[src/rtl/nandn_pipe.sv]
// Registered multi-operand bitwise reduction (NAND by default) behind a valid/ready pipeline.
// Stage 1 captures the combinational result; later stages shift result, err and valid together.
module nandn_pipe #(
  parameter int unsigned WIDTH   = 8,
  parameter int unsigned NUM_IN  = 2,
  parameter int unsigned LATENCY = 2
) (
  input  logic                    i_clk,
  input  logic                    i_rst,
  input  logic                    i_in_valid,
  output logic                    o_in_ready,
  input  logic [2:0]              i_mode,
  input  logic [NUM_IN*WIDTH-1:0] i_in1,
  output logic                    o_out_valid,
  input  logic                    i_out_ready,
  output logic [WIDTH-1:0]        o_out,
  output logic                    o_err,
  output logic                    o_busy
);

  typedef enum logic [2:0] {
    ModeNand = 3'd0,
    ModeAnd  = 3'd1,
    ModeNor  = 3'd2,
    ModeOr   = 3'd3,
    ModeXor  = 3'd4,
    ModeXnor = 3'd5,
    ModeNot0 = 3'd6,
    ModeRsvd = 3'd7
  } mode_e;

  logic [WIDTH-1:0] w_op0;
  logic [WIDTH-1:0] w_and;
  logic [WIDTH-1:0] w_or;
  logic [WIDTH-1:0] w_xor;
  logic [WIDTH-1:0] w_res;
  logic             w_err;
  logic             w_adv;

  logic [WIDTH-1:0]   r_res [LATENCY];
  logic [LATENCY-1:0] r_err;
  logic [LATENCY-1:0] r_vld;

  always_comb begin
    w_op0 = i_in1[WIDTH-1:0];
    w_and = w_op0;
    w_or  = w_op0;
    w_xor = w_op0;
    for (int unsigned k = 1; k < NUM_IN; k++) begin
      w_and = w_and & i_in1[k*WIDTH +: WIDTH];
      w_or  = w_or  | i_in1[k*WIDTH +: WIDTH];
      w_xor = w_xor ^ i_in1[k*WIDTH +: WIDTH];
    end
  end

  always_comb begin
    w_res = '0;
    w_err = 1'b0;
    unique case (mode_e'(i_mode))
      ModeNand: w_res = ~w_and;
      ModeAnd:  w_res = w_and;
      ModeNor:  w_res = ~w_or;
      ModeOr:   w_res = w_or;
      ModeXor:  w_res = w_xor;
      ModeXnor: w_res = ~w_xor;
      ModeNot0: w_res = ~w_op0;
      ModeRsvd: begin
        w_res = '0;
        w_err = 1'b1;
      end
    endcase
  end

  // Whole pipe moves in lockstep; bubbles are never collapsed.
  assign w_adv = !r_vld[LATENCY-1] || i_out_ready;

  always_ff @(posedge i_clk or posedge i_rst) begin
    if (i_rst) begin
      r_vld <= '0;
      r_err <= '0;
      for (int unsigned s = 0; s < LATENCY; s++) begin
        r_res[s] <= '0;
      end
    end else if (w_adv) begin
      r_vld[0] <= i_in_valid;
      r_err[0] <= w_err;
      r_res[0] <= w_res;
      for (int unsigned s = 1; s < LATENCY; s++) begin
        r_vld[s] <= r_vld[s-1];
        r_err[s] <= r_err[s-1];
        r_res[s] <= r_res[s-1];
      end
    end
  end

  assign o_in_ready  = w_adv;
  assign o_out_valid = r_vld[LATENCY-1];
  assign o_out       = r_res[LATENCY-1];
  assign o_err       = r_err[LATENCY-1];
  assign o_busy      = |r_vld;

endmodule

[config.mk]
export PLATFORM = sky130hd
export DESIGN_NAME = nandn_pipe
export DESIGN_NICKNAME = d
export VERILOG_FILES = /design/src/rtl/nandn_pipe.sv
export SDC_FILE = /design/constraint.sdc
export NUM_CORES = 1
export LEC_CHECK = 0
export ABC_AREA = 1
export BUFFER_PORTS_ARGS = -buffer_cell sky130_fd_sc_hd__buf_2
export CELL_PAD_IN_SITES_DETAIL_PLACEMENT = 2
export CELL_PAD_IN_SITES_GLOBAL_PLACEMENT = 2
export CORE_MARGIN = 2
export CORE_UTILIZATION = 29
export CTS_CLUSTER_DIAMETER = 100
export DETAILED_ROUTE_END_ITERATION = 16
export GPL_TIMING_DRIVEN = 0
export PLACE_DENSITY_LB_ADDON = 0.15
export SYNTH_ARGS = -nofsm -noshare
export SYNTH_HDL_FRONTEND = slang
export SYNTH_SLANG_ARGS = --single-unit
[constraint.sdc]
create_clock -name i_clk -period 1.7 [get_ports i_clk]
set_clock_uncertainty 0.05 [all_clocks]
set_input_delay 0.34 -clock i_clk [delete_from_list [all_inputs] [get_ports i_clk]]
set_output_delay 0.34 -clock i_clk [all_outputs]
set_load 0.005 [all_outputs]
# After elaboration in Yosys (flattened, before gate mapping)
# Cells that the tools add are included.
# op_classes
div,0
n_shift,0
muxes,2
bitwise_logic,7
reduce_logical,4
n_eq_ne,7
multipliers,0
n_lt_le_gt_ge,0
addsub,0
# ops
cell,n
8-bit one-hot mux with 8 select lines,1
8-bit inverter,4
"3-bit == test, second input constant",4
8-bit AND,1
8-bit bitwise OR,1
8-bit XOR,1
"3-bit by 2-bit == test with 1-bit output, second input constant",2
"3-bit by 1-bit == test with 1-bit output, second input constant",1
3-bit zero test,1
2-bit OR reduction,1
1-bit zero test,1
1-bit logical OR,1
1-bit two-way mux,1
# word_totals
n_memories,0
inputBits,23
latch_bits,0
regBits,20
out_inout_bits,12
mem_bits_rw,0
rom_bits,0
elab_cells,24

# Logic depth before layout (Yosys ltp)
# Gate-level depths: netlist of run 1.
# depth
depth_word,3
depth_mapped,9
mapped_depth_nobuf,9

# Least setup slack after synthesis of run 1
# OpenSTA, ideal clock, no wires.
# synth_path
kind,reg-to-output
startpoint,register r_vld[1]
endpoint,output o_in_ready
setup_slack_ps,386
stages_incl_launch_ff,5
path_buffers,1
t_arrival_ps,924
t_required_ps,1310
path_cell_list,dfrtp_1 -> inv_1 -> nor2_2 -> inv_1 -> clkbuf_1
# synth_between
elab_chain_cells,2
# synth_rtl
element,line_no,text
from (decl),42,logic [LATENCY-1:0] r_vld;
"from (signal, indexed assignment)",89,r_vld[s] <= r_vld[s-1];
1-bit zero test,75,assign w_adv = !r_vld[LATENCY-1] || i_out_ready;
1-bit logical OR,75,
to (decl),11,"output logic o_in_ready,"
# No other way between the ends.

# Worst setup path after layout of run 1
# Ends and elaborated chain as after synthesis.

==> results of run 1 <==
==> logic make-up after synthesis <==
group,after synthesis,synth area share [%]
adders and majority gates,16,11.56
DFF,20,28.90
and+or+nand+nor,158,38.94
AOI/OAI and AO/OA,10,2.962
buffers and inverters,70,17.63
==> sequential cells by signal (all words and copies together) (netlist names) <==
signal and count:
o_out 8, r_res 8, r_err 2, r_vld 2
==> power by group <==
part,internal (W),switching (W)
logic,0.000224,0.000288
clock network,0.000206,0.000152
registers,0.000561,0.0000463
==> worst max-delay path, delay by kind of cell, from the launching register on <==
kind,cells,cell delay (ps)
simple gates,1,190
flops,1,340
buf+inv,3,360
==> layer usage <==
layer	global-route usage (%)	routed length [um]	vias to the layer above	share of wire, %
li1	-	-	914	-
met1	22.50	2519	842	46
met3	1.111	149	4	2.7
met4	7.797	91	0	1.7
met5	0	0	-	0
met2	31.39	2682	30	49
==> cells in the final DEF, fill, tap and decap left out <==
cell / instances
nor2_2: 2
o21ai_0: 4
a21oi_1: 5
nand3_1: 3
inv_1: 49
buf_2: 40
nor2_4: 2
buf_4: 15
nand4_1: 25
inv_2: 1
clkinvlp_4: 1
clkbuf_8: 4
o22ai_1: 1
nor2_1: 23
clkbuf_1: 2
ha_1: 16
nand2_1: 103
dfrtp_1: 20
==> how the worst max path moves through the flow <==
stage | cells after the start | startpoint | endpoint
after CTS | 4 | r_vld[1]$_DFFE_PP0P_ | o_in_ready
final | 4 | r_vld[1]$_DFFE_PP0P_ | o_in_ready
after floorplan | 4 | r_vld[1]$_DFFE_PP0P_ | o_in_ready
after global routing | 6 | r_vld[1]$_DFFE_PP0P_ | o_out[6]$_DFFE_PP0P_
after detailed placement | 5 | i_out_ready | o_in_ready
after global placement | 5 | i_out_ready | o_in_ready
==> per-stage QoR <==
stage	setup WS [ps]	total power, W	area (sq um)	std cells
after CTS	23.11	0.001497	2073	388
after detailed placement	-112.7	0.001107	1991	382
final	159.7	0.001478	2096	391
after floorplan	386.1	0.0009195	1732	274
after global routing	75.52	0.001603	2096	391
after global placement	-115.7	0.001081	1991	382
==> area by class of cell <==
| class | count | area [sq um] | share of cell area, % |
|---|---|---|---|
| multi-input combinational | 184 | 930.9 | 44.42 |
| timing repair buffer | 39 | 210.2 | 10.03 |
| sequential | 20 | 500.5 | 23.88 |
| inverter | 51 | 195.2 | 9.313 |
| tap | 75 | 93.84 | 4.478 |
| clock buffer | 4 | 55.05 | 2.627 |
| buffer | 18 | 110.1 | 5.254 |
==> what timing repair did <==
action | in CTS | in global routing
setup endpoints to repair | 1 | 4
pin swaps | 0 | 1
buffers inserted | 3 | 3
resized for setup | 2 | 0
gates cloned | 0 | 0
==> impl_metrics.env, run 1 <==
export IMPL_fill_cells=781
export IMPL_synth_area_sq_um=1732
export IMPL_rows=28
export IMPL_r2r_end="r_res[9]$_DFFE_PP0P_"
export IMPL_wl_per_cell_um=13.92
export IMPL_finalCritPeriodShare_pct=90.61
export IMPL_die_width_um=81.28
export IMPL_finalNetCount=356
export IMPL_cts_sinks=20
export IMPL_run_status="completed"
export IMPL_io_pins=35
export IMPL_ctsHoldBuffers=0
export IMPL_yosysTopAreaCell="dfrtp_1"
export IMPL_worstSetupStartpointType="flop"
export IMPL_cpPeakStageDelay_ps=340
export IMPL_cts_tree="yes"
export IMPL_p_leak_nw=1.306
export IMPL_hpwlAfterDp_um=4111
export IMPL_r2r_setup_slack_ps=200
export IMPL_drive_above_1_share_pct=20.57
export IMPL_syn_to_final_growth_pct=21.03
export IMPL_port_buffers=33
export IMPL_cp_data_required_time_ps=1310
export IMPL_slew_viol_final=0
export IMPL_n_antenna_cell=0
export IMPL_vias_per_cell=4.578
export IMPL_cts_htree_levels=1
export IMPL_syn_nets=313
export IMPL_antenna_found_initial=0
export IMPL_post_synth_top_count_cell="nand2_1"
export IMPL_cp_cell_sequence="inv_1 -> nor2_4 -> clkinvlp_4 -> buf_2"
export IMPL_critical_path_endpoint_type="output port"
export IMPL_cts_buffers=3
export IMPL_drc=0
export IMPL_yosysSeqAreaShare_pct=28.90
export IMPL_synth_edf_count=0
export IMPL_initial_utilization_pct=29.60
export IMPL_cellPowerDensity_nw_per_um2=705.1
export IMPL_synthTopCellsByArea="dfrtp_1 29%, nand2_1 22%, ha_1 12%"
export IMPL_yosys_top_cells_count="103 x nand2_1, 50 x inv_1, 25 x nand4_1, 23 x nor2_1, 20 x dfrtp_1"
export IMPL_ys_types=16
export IMPL_r2r_start="r_vld[1]$_DFFE_PP0P_"
export IMPL_setup_viol=0
export IMPL_die_y_um=81.28
export IMPL_grtUsageTotal_pct=17.91
export IMPL_yosys_register_bits=20
export IMPL_arrival_ps=1150
export IMPL_yosys_most_used_dff="dfrtp_1"
export IMPL_drt_iter0_drc=23
export IMPL_hold_slack_ps=160.3
export IMPL_fin_tns_setup_ps=0
export IMPL_num_vias=1790
export IMPL_crit_slowest_cell="dfrtp_1"
export IMPL_core_area_sq_um=5851
export IMPL_ir_drop_mv=0.4185
export IMPL_clock_latency_ps=260
export IMPL_synth_area_per_cell_sq_um=6.320
export IMPL_clockRootBuffer="clkbuf_8"
export IMPL_dieArea_sq_um=6606
export IMPL_grt_pass1_vias=1852
export IMPL_r2r_worst_path_cells=6
export IMPL_yosysTopAreaCellShare_pct=28.90
export IMPL_period_needed_ps=1540
export IMPL_grt_ovfl_total=0
export IMPL_hold_path_class="input pin to async pin"
export IMPL_path_class="flop to output port"
export IMPL_place_congestion=0.7219
export IMPL_max_clock_freq_ghz=0.6492
export IMPL_grt_start_max_net_pins=21
export IMPL_finalWirelength_um=5443
export IMPL_worstMarginPinSlew_ps=765.4
export IMPL_clk_path_buf_depth=2
export IMPL_antenna_left=0
export IMPL_grt_first_pass_wirelength_um=8990
export IMPL_rsz0062_at_grt="false"
export IMPL_maxCapViolations=0
export IMPL_hold_viol=0
export IMPL_slew_headroom_pct=48.91
export IMPL_dr_pass1_iters=4
export IMPL_postSynth_asyncResetShare_pct=100.0
export IMPL_cp_max_fo=5
export IMPL_path_clk_slew_ps=70
export IMPL_final_util_pct=35.82
export IMPL_synth_warnings=0
export IMPL_postSynthCellCount=274
No activity file was read; power rests on OpenSTA's default activity.
==> inputs of run 2 (changes only) <==
--- a/config.mk
+++ b/config.mk
@@ -7,10 +7,10 @@
 export LEC_CHECK = 0
 export ABC_AREA = 1
 export BUFFER_PORTS_ARGS = -buffer_cell sky130_fd_sc_hd__buf_2
-export CELL_PAD_IN_SITES_DETAIL_PLACEMENT = 2
-export CELL_PAD_IN_SITES_GLOBAL_PLACEMENT = 2
+export CELL_PAD_IN_SITES_DETAIL_PLACEMENT = 1
+export CELL_PAD_IN_SITES_GLOBAL_PLACEMENT = 1
 export CORE_MARGIN = 2
-export CORE_UTILIZATION = 29
+export CORE_UTILIZATION = 38
 export CTS_CLUSTER_DIAMETER = 100
 export DETAILED_ROUTE_END_ITERATION = 16
 export GPL_TIMING_DRIVEN = 0
==> impl_metrics.env, run 2 (synthesis gave the netlist of run 1 again) <==
export IMPL_drive_above_1_share_pct=19.55
export IMPL_slew_headroom_pct=49.55
export IMPL_cp_data_required_time_ps=1310
export IMPL_layout_common_cells="103 x nand2_1, 49 x inv_1, 40 x buf_2"
export IMPL_clock_latency_ps=250
export IMPL_rsz0062_at_grt="false"
export IMPL_worstMarginPinSlew_ps=756.0
export IMPL_hold_path_class="input pin to async pin"
export IMPL_finalNetCount=353
export IMPL_period_needed_ps=1513
export IMPL_syn_to_final_growth_pct=17.27
export IMPL_finalWirelength_um=4587
export IMPL_max_clock_freq_ghz=0.6607
export IMPL_cts_htree_levels=1
export IMPL_antenna_found_initial=0
export IMPL_ir_drop_mv=0.2094
export IMPL_clk_path_buf_depth=2
export IMPL_place_congestion=0.7673
export IMPL_n_antenna_cell=0
export IMPL_hpwlAfterDp_um=3487
export IMPL_die_width_um=71.51
export IMPL_path_clk_slew_ps=70
export IMPL_critical_path_endpoint_type="output port"
export IMPL_io_pins=35
export IMPL_ctsHoldBuffers=0
export IMPL_die_y_um=71.51
export IMPL_clockRootBuffer="clkbuf_8"
export IMPL_run_status="completed"
export IMPL_cp_max_fo=5
export IMPL_grtUsageTotal_pct=19.65
export IMPL_grt_pass1_vias=1784
export IMPL_port_buffers=33
export IMPL_wl_per_cell_um=12.60
export IMPL_drc=0
export IMPL_vias_per_cell=4.841
export IMPL_final_cell_area_sq_um=2031
export IMPL_initial_utilization_pct=39.50
export IMPL_slew_viol_final=0
export IMPL_arrival_ps=1120
export IMPL_mostFrequentLayoutCell="nand2_1"
export IMPL_maxCapViolations=0
export IMPL_core_area_sq_um=4384
export IMPL_antenna_left=0
export IMPL_hold_viol=0
export IMPL_grt_start_max_net_pins=21
export IMPL_fin_tns_setup_ps=0
export IMPL_grt_ovfl_total=0
export IMPL_rows=24
export IMPL_dieArea_sq_um=5113
export IMPL_cts_tree="yes"
export IMPL_place_area_sq_um=1962
export IMPL_grt_first_pass_wirelength_um=8148
export IMPL_worstSetupStartpointType="flop"
export IMPL_dr_pass1_iters=4
export IMPL_cts_sinks=20
export IMPL_setup_viol=0
export IMPL_drt_iter0_drc=51
export IMPL_num_vias=1762
export IMPL_finalCritPeriodShare_pct=89.03
export IMPL_cellPowerDensity_nw_per_um2=684.1
export IMPL_path_class="flop to output port"
export IMPL_p_leak_nw=1.284
export IMPL_cts_buffers=3
-- run 2: cell types whose count changed in the layout (fill, tap and decap cells not counted), sizes merged --
cell | before | now
buf | 55 | 52
clkbuf | 6 | 5
-- run 2: path summary, 6_finish.rpt --
check                      slack, ps  cells past startpoint                     to                  start
hold reg to reg                  430                      2   o_out[6]$_DFFE_PP0P_  r_res[14]$_DFFE_PP0P_
setup reg to reg                 220                      9  r_res[15]$_DFFE_PP0P_   r_vld[1]$_DFFE_PP0P_
hold / removal                   160                      2   r_vld[1]$_DFFE_PP0P_                  i_rst
setup / recovery                 190                      4             o_in_ready   r_vld[1]$_DFFE_PP0P_
min in group i_clk               260                      3   r_vld[0]$_DFFE_PP0P_             i_in_valid
max in group asynchronous        960                      2   r_err[0]$_DFFE_PP0P_                  i_rst
-- run 2: worst max-delay path, cell delays in order, from the launching register on --
cell and delay (ps):
dfrtp_1 340, inv_1 70, nor2_4 180, clkinvlp_4 140
buf_2 140
-- run 2: cell type report --
cell class	instances	area, sq um
clock buffer	3	41.29
sequential	20	500.5
inverter	51	195.2
timing repair buffer	36	187.7
fill	631	2354
multi-input combinational	184	930.9
tap	52	65.06
buffer	18	110.1
-- run 2: report_power, final --
part,switching (W),leakage (nW),total (W),internal (W)
clock,0.000140,0.0216,0.000297,0.000157
sequential,0.0000441,0.251,0.000605,0.000561
combinational,0.000272,1.01,0.000487,0.000215
-- run 2: metal layers --
layer | GRT usage, % | part of all wire (%) | vias to the layer above
li1 | - | - | 910
met3 | 1.406 | 3.6 | 4
met4 | 5.660 | 1.0 | 0
met1 | 25.24 | 47 | 802
met2 | 35.29 | 48 | 46
met5 | 0 | 0 | -
-- run 2: metrics by stage --
step,utilization [%],setup slack (ps),std cells,hold slack (ps),power [W]
floorplan,-,386.1,274,253.8,0.0009195
global placement,44.75,-78.82,359,397.6,0.001070
detailed placement,44.75,-72.50,359,409.3,0.001091
CTS,45.98,68.42,362,184.4,0.001402
global route,46.32,72.56,364,215.4,0.001504
finish,46.32,186.5,364,162.2,0.001389
-- run 2: timing repair --
item,CTS,global route
pin swaps,0,1
gates resized for setup,2,0
buffers inserted,1,2
endpoints found under the setup margin,1,7
